`src/rtl/fwd_pkg.sv`:
```
// Shared constants, FSM encoding and width helper for the forwarding/hazard unit.
package fwd_pkg;

  localparam int SEL_RF = 0;

  localparam logic [0:0] ST_IDLE = 1'b0;
  localparam logic [0:0] ST_HOLD = 1'b1;

  localparam int DEF_REG_W          = 4;
  localparam int DEF_NUM_SRC        = 3;
  localparam int DEF_NUM_FWD_STAGES = 2;
  localparam int DEF_LOAD_LAT       = 1;
  localparam int DEF_CNT_W          = 16;

  function automatic int clog2(input int value);
    int r;
    r = 0;
    for (int v = value - 1; v > 0; v = v >> 1) begin
      r = r + 1;
    end
    return r;
  endfunction

endpackage

```
`src/rtl/fwd_src_sel.sv`:
```
// Priority forwarding selector for one EX-stage source against all forwarding stages.
module fwd_src_sel
  import fwd_pkg::*;
#(
  parameter int REG_W          = DEF_REG_W,
  parameter int NUM_FWD_STAGES = DEF_NUM_FWD_STAGES,
  parameter int SEL_W          = clog2(NUM_FWD_STAGES + 1)
) (
  input  logic                            fwd_en,
  input  logic [REG_W-1:0]                src,
  input  logic                            src_used,
  input  logic [NUM_FWD_STAGES*REG_W-1:0] stg_dest,
  input  logic [NUM_FWD_STAGES-1:0]       stg_wb_en,
  output logic [SEL_W-1:0]                sel
);

  logic [NUM_FWD_STAGES-1:0] hit;

  generate
    for (genvar gi = 0; gi < NUM_FWD_STAGES; gi++) begin : g_stage
      assign hit[gi] = stg_wb_en[gi] && (stg_dest[gi*REG_W +: REG_W] == src);
    end
  endgenerate

  // Scan oldest to youngest so the lowest-index (youngest) producer is the last write.
  always_comb begin
    sel = SEL_W'(SEL_RF);
    if (fwd_en && src_used) begin
      for (int k = NUM_FWD_STAGES - 1; k >= 0; k--) begin
        if (hit[k]) begin
          sel = SEL_W'(k + 1);
        end
      end
    end
  end

endmodule

```
`src/rtl/fwd_hazard_unit.sv`:
```
// Operand forwarding select, load-use / RAW hazard detection, bubble FSM and
// saturating stall-cycle counter for the in-order pipeline.
module fwd_hazard_unit
  import fwd_pkg::*;
#(
  parameter int REG_W          = DEF_REG_W,
  parameter int NUM_SRC        = DEF_NUM_SRC,
  parameter int NUM_FWD_STAGES = DEF_NUM_FWD_STAGES,
  parameter int LOAD_LAT       = DEF_LOAD_LAT,
  parameter int CNT_W          = DEF_CNT_W,
  parameter int SEL_W          = clog2(NUM_FWD_STAGES + 1)
) (
  input  logic                            clk,
  input  logic                            rst,
  input  logic                            fwd_en,
  input  logic                            freeze,
  input  logic                            flush,
  input  logic [NUM_SRC*REG_W-1:0]        ex_src,
  input  logic [NUM_SRC-1:0]              ex_src_used,
  input  logic [NUM_FWD_STAGES*REG_W-1:0] stg_dest,
  input  logic [NUM_FWD_STAGES-1:0]       stg_wb_en,
  input  logic                            id_valid,
  input  logic [NUM_SRC*REG_W-1:0]        id_src,
  input  logic [NUM_SRC-1:0]              id_src_used,
  input  logic [REG_W-1:0]                ex_dest,
  input  logic                            ex_wb_en,
  input  logic                            ex_mem_rd,
  output logic [NUM_SRC*SEL_W-1:0]        sel,
  output logic                            stall,
  output logic [CNT_W-1:0]                stall_cycles
);

  localparam int LAT_W = (clog2(LOAD_LAT + 1) < 1) ? 1 : clog2(LOAD_LAT + 1);

  logic [NUM_SRC-1:0]                ex_hit;
  logic [NUM_SRC-1:0]                stg_hit;
  logic [NUM_SRC*NUM_FWD_STAGES-1:0] stg_eq;
  logic                              lu_hit;
  logic                              raw_hit;

  logic [0:0]       state_reg, state_next;
  logic [LAT_W-1:0] cnt_reg, cnt_next;
  logic [CNT_W-1:0] stall_cycles_reg;

  generate
    for (genvar gi = 0; gi < NUM_SRC; gi++) begin : g_src
      fwd_src_sel #(
        .REG_W         (REG_W),
        .NUM_FWD_STAGES(NUM_FWD_STAGES),
        .SEL_W         (SEL_W)
      ) u_src_sel (
        .fwd_en   (fwd_en),
        .src      (ex_src[gi*REG_W +: REG_W]),
        .src_used (ex_src_used[gi]),
        .stg_dest (stg_dest),
        .stg_wb_en(stg_wb_en),
        .sel      (sel[gi*SEL_W +: SEL_W])
      );

      assign ex_hit[gi] = id_src_used[gi] && ex_wb_en &&
                          (id_src[gi*REG_W +: REG_W] == ex_dest);

      for (genvar gk = 0; gk < NUM_FWD_STAGES; gk++) begin : g_stg
        assign stg_eq[gi*NUM_FWD_STAGES + gk] = stg_wb_en[gk] &&
            (id_src[gi*REG_W +: REG_W] == stg_dest[gk*REG_W +: REG_W]);
      end

      assign stg_hit[gi] = id_src_used[gi] &&
                           (|stg_eq[gi*NUM_FWD_STAGES +: NUM_FWD_STAGES]);
    end
  endgenerate

  // Without forwarding, any in-flight producer of an ID source forces a stall.
  assign lu_hit  = fwd_en && id_valid && (|ex_hit) && ex_mem_rd;
  assign raw_hit = !fwd_en && id_valid && ((|ex_hit) || (|stg_hit));

  always_comb begin
    state_next = state_reg;
    cnt_next   = cnt_reg;
    if (flush) begin
      state_next = ST_IDLE;
      cnt_next   = '0;
    end else if (!freeze) begin
      if (state_reg == ST_HOLD) begin
        cnt_next = cnt_reg - LAT_W'(1);
        if (cnt_reg == LAT_W'(1)) begin
          state_next = ST_IDLE;
        end
      end else if (lu_hit && (LOAD_LAT > 1)) begin
        state_next = ST_HOLD;
        cnt_next   = LAT_W'(LOAD_LAT - 1);
      end
    end
  end

  // Reset and flush both force the stall low combinationally, not just at the next edge.
  always_comb begin
    stall = 1'b0;
    if (rst && !flush) begin
      stall = (state_reg == ST_HOLD) || lu_hit || raw_hit;
    end
  end

  always_ff @(posedge clk or negedge rst) begin
    if (!rst) begin
      state_reg        <= ST_IDLE;
      cnt_reg          <= '0;
      stall_cycles_reg <= '0;
    end else begin
      state_reg <= state_next;
      cnt_reg   <= cnt_next;
      if (stall && !freeze && (stall_cycles_reg != {CNT_W{1'b1}})) begin
        stall_cycles_reg <= stall_cycles_reg + CNT_W'(1);
      end
    end
  end

  assign stall_cycles = stall_cycles_reg;

endmodule
```
`config.mk`:
```
export PLATFORM = sky130hd
export DESIGN_NAME = fwd_hazard_unit
export DESIGN_NICKNAME = d
export VERILOG_FILES = /design/src/rtl/fwd_pkg.sv /design/src/rtl/fwd_src_sel.sv /design/src/rtl/fwd_hazard_unit.sv
export SDC_FILE = /design/constraint.sdc
export NUM_CORES = 1
export LEC_CHECK = 0
export ABC_CLOCK_PERIOD_IN_PS = 3350
export CORE_UTILIZATION = 46
export DETAILED_ROUTE_END_ITERATION = 6
export GPL_TIMING_DRIVEN = 0
export PLACE_DENSITY = 0.89
export SLEW_MARGIN = 15
export SYNTH_ARGS = -nofsm -noshare
export SYNTH_HDL_FRONTEND = slang
export SYNTH_SLANG_ARGS = --single-unit
```
`constraint.sdc`:
```
create_clock -name clk -period 3.35 [get_ports clk]
set_input_delay 0.67 -clock clk [delete_from_list [all_inputs] [get_ports clk]]
set_output_delay 0.67 -clock clk [all_outputs]
set_load 0.01 [all_outputs]
```
==> results.sh <==
export IMPL_fmaxAchievable_ghz=0.301
export IMPL_r2r_slack_ns=1.33
export IMPL_grt_start_max_net_pins=20
export IMPL_gr_total_overflow=0
export IMPL_syn_nets=243
export IMPL_yosys_area_top_type="dfrtp_1"
export IMPL_clkLatencyLatePin_ns=0.25
export IMPL_grt_pass1_wl_um=8000
export IMPL_post_route_period_util_pct=99.3
export IMPL_fin_ws_ns=0.0241
export IMPL_dp_hpwl_um=3760
export IMPL_ir_drop_mv=0.316
export IMPL_finalSetupViolCount=0
export IMPL_track_usage_pct=25.2
export IMPL_rr_worst_depth=6
export IMPL_drv_slew=0
export IMPL_antenna_found_initial=0
export IMPL_die_height_um=63.4
export IMPL_cts_num_sinks=18
export IMPL_cts_inserted_buffers=3
export IMPL_via_per_inst=5.40
export IMPL_drive_gt1_share_pct=11.5
export IMPL_yosys_warnings=0
export IMPL_leakage_nw=1.08
export IMPL_synth_top_area_share_pct=26.0
export IMPL_largest_register_ff_count=16
export IMPL_slowest_stage="clkdlybuf4s50_1"
export IMPL_cts_tree="yes"
export IMPL_io_buffers=66
export IMPL_post_route_util_pct=73.6
export IMPL_synth_ff_type="dfrtp_1"
export IMPL_reg2reg_to="stall_cycles[1]$_DFFE_PN0P_"
export IMPL_layout_commonest_cell="clkdlybuf4s50_1"
export IMPL_hp_class="in2async"
export IMPL_tightestPinTransition_ns=0.464
export IMPL_power_density_mw_per_mm2=227
export IMPL_synth_seq_cells=18
export IMPL_area_growth_pct=47.2
export IMPL_arrival_ns=2.66
export IMPL_synth_distinct_cells=35
export IMPL_place_ws_ns=-0.188
export IMPL_routedWlPerCell_um=16.3
export IMPL_hold_viol_final=0
export IMPL_maxCapViolations=0
export IMPL_h_tree_depth=1
export IMPL_async_reset_ff_share_pct=100
export IMPL_holdWs_ns=0.356
export IMPL_path_class="in2out"
export IMPL_cp_required_ns=2.68
export IMPL_drc=0
export IMPL_start_util_pct=50.0
export IMPL_endpoint="stall"
export IMPL_grt_pass1_vias=1690
export IMPL_end_kind="output port"
export IMPL_synth_cells=190
export IMPL_die_w_um=63.4
export IMPL_ys_top_cells_by_area="dfrtp_1 26%, xnor2_1 20%, xor2_1 18%"
export IMPL_synth_edf_count=0
export IMPL_startpoint_type="primary input"
export IMPL_n_antenna_cell=0
export IMPL_first_pass_iters=4
export IMPL_path_max_fanout=3
export IMPL_route_antenna_remaining_nets=0
export IMPL_critPathMostFrequentCell="clkdlybuf4s50_1"
export IMPL_nNetsFinal=317
export IMPL_clockBufferDepth=2
export IMPL_drt_wl_total_um=5010
export IMPL_std_cell_rows=21
export IMPL_syn_avg_cell_area_um2=9.13
export IMPL_via_count=1663
export IMPL_die_area_mm2=0.00402
export IMPL_gp_congestion=0.821
export IMPL_cts_root_buf="clkbuf_8"
export IMPL_cpPeakStageDelay_ns=0.54
export IMPL_power_mw=0.580
export IMPL_clock_skew_ns=0.00109
export IMPL_boundaryPins=75
export IMPL_status="finished, final reports clean"
export IMPL_drt_initial_drc_count=129
export IMPL_ys_seq_area_share_pct=26.0
export IMPL_clk_pin_slew_ns=0.06
export IMPL_regToRegStartpoint="stall_cycles[7]$_DFFE_PN0P_"
export IMPL_fp_coreArea_mm2=0.00347
export IMPL_final_cell_mix="51 x clkdlybuf4s50_1, 39 x xnor2_1, 36 x xor2_1"
export IMPL_crit_start="id_src[5]"
export IMPL_period_minus_slack_ns=3.33
export IMPL_path_cells="clkdlybuf4s50_1 > xor2_1 > nor3_2 > nand4_1 > a31oi_1 > o21a_1 > clkdlybuf4s50_1"
export IMPL_slew_limit_headroom_pct=69.0
export IMPL_synthesis_area_mm2=0.00173
worst max-delay path: cells and delay by family:
kind / cells / cell delay [ns]
buffers and inverters: 2 / 1.01
AOI/OAI and AO/OA: 2 / 0.45
and+or+nand+nor: 2 / 0.33
xor gates and xnor gates: 1 / 0.18
timing repair:
item,4_1_cts,5_1_grt
pin swaps,2,3
setup endpoints to repair,1,1
resized for setup,5,16
buffers inserted,2,1
endpoints found under the hold margin,0,0
hold buffers,0,0
through the flow:
step | setup TNS, ns | area (um^2) | instances
floorplan | 0 | 1730 | 190
global placement | -0.164 | 2450 | 302
detailed placement | -0.188 | 2450 | 302
CTS | 0 | 2500 | 307
global route | -0.0693 | 2550 | 308
finish | 0 | 2550 | 308
layer usage:
metal | track usage (%) | wire, um | up-vias
met5 | 0 | 0 | -
met4 | 8.24 | 138 | 0
met3 | 5.43 | 250 | 17
met2 | 43.0 | 2460 | 64
met1 | 31.3 | 2170 | 778
li1 | - | - | 804
layout make-up:
type                    instances  area (um^2)
multi-input cells             159         1220
fillers                       258          916
repair buffers                 69          698
flip-flops and latches         18          450
plain buffers                  10         76.3
well taps                      46         57.6
clock buffers                   3         41.3
inverters                       3         11.3
where the power goes:
part / leakage (nW) / switching, mW / internal, mW
Sequential: 0.251 / 0.00676 / 0.223
Clock: 0.0216 / 0.0692 / 0.0799
Combinational: 0.804 / 0.0918 / 0.109
cells in the mapped netlist (2+ instances only):
cell type  instances
nand4_2            3
inv_1              3
and3_1             5
a41oi_1            4
a31oi_1            3
nor2_1             7
nand4_1            8
xnor2_1           39
nand2_1            8
nand3_1           14
dfrtp_1           18
nor3_1             9
buf_4              2
xor2_1            36
nand4b_1           2
buf_2              6
nor4_1             5
kinds of logic after synthesis:
kind of cell    after synthesis  synth area share (%)
flops                        18                  26.0
fa+ha+maj                     1                 0.721
xor+xnor                     75                  37.9
mux                           1                 0.866
compound gates               12                  6.21
buf+inv                      13                  5.05
simple gates                 70                  23.3
worst min path at each step:
stage                                   endpoint  depth (start not counted)  slack, ns                         start
detailed placement  stall_cycles[15]$_DFFE_PN0P_                          1       0.49  stall_cycles[15]$_DFFE_PN0P_
finish               stall_cycles[9]$_DFFE_PN0P_                          1       0.36                           rst
floorplan                    cnt_reg$_DFFE_PN0P_                          0       0.37                           rst
global placement           state_reg$_DFFE_PN0P_                          1       0.47           cnt_reg$_DFFE_PN0P_
global route        stall_cycles[10]$_DFFE_PN0P_                          1       0.39                           rst
CTS                        state_reg$_DFFE_PN0P_                          1       0.50           cnt_reg$_DFFE_PN0P_
No activity file was read; power rests on OpenSTA's default activity.
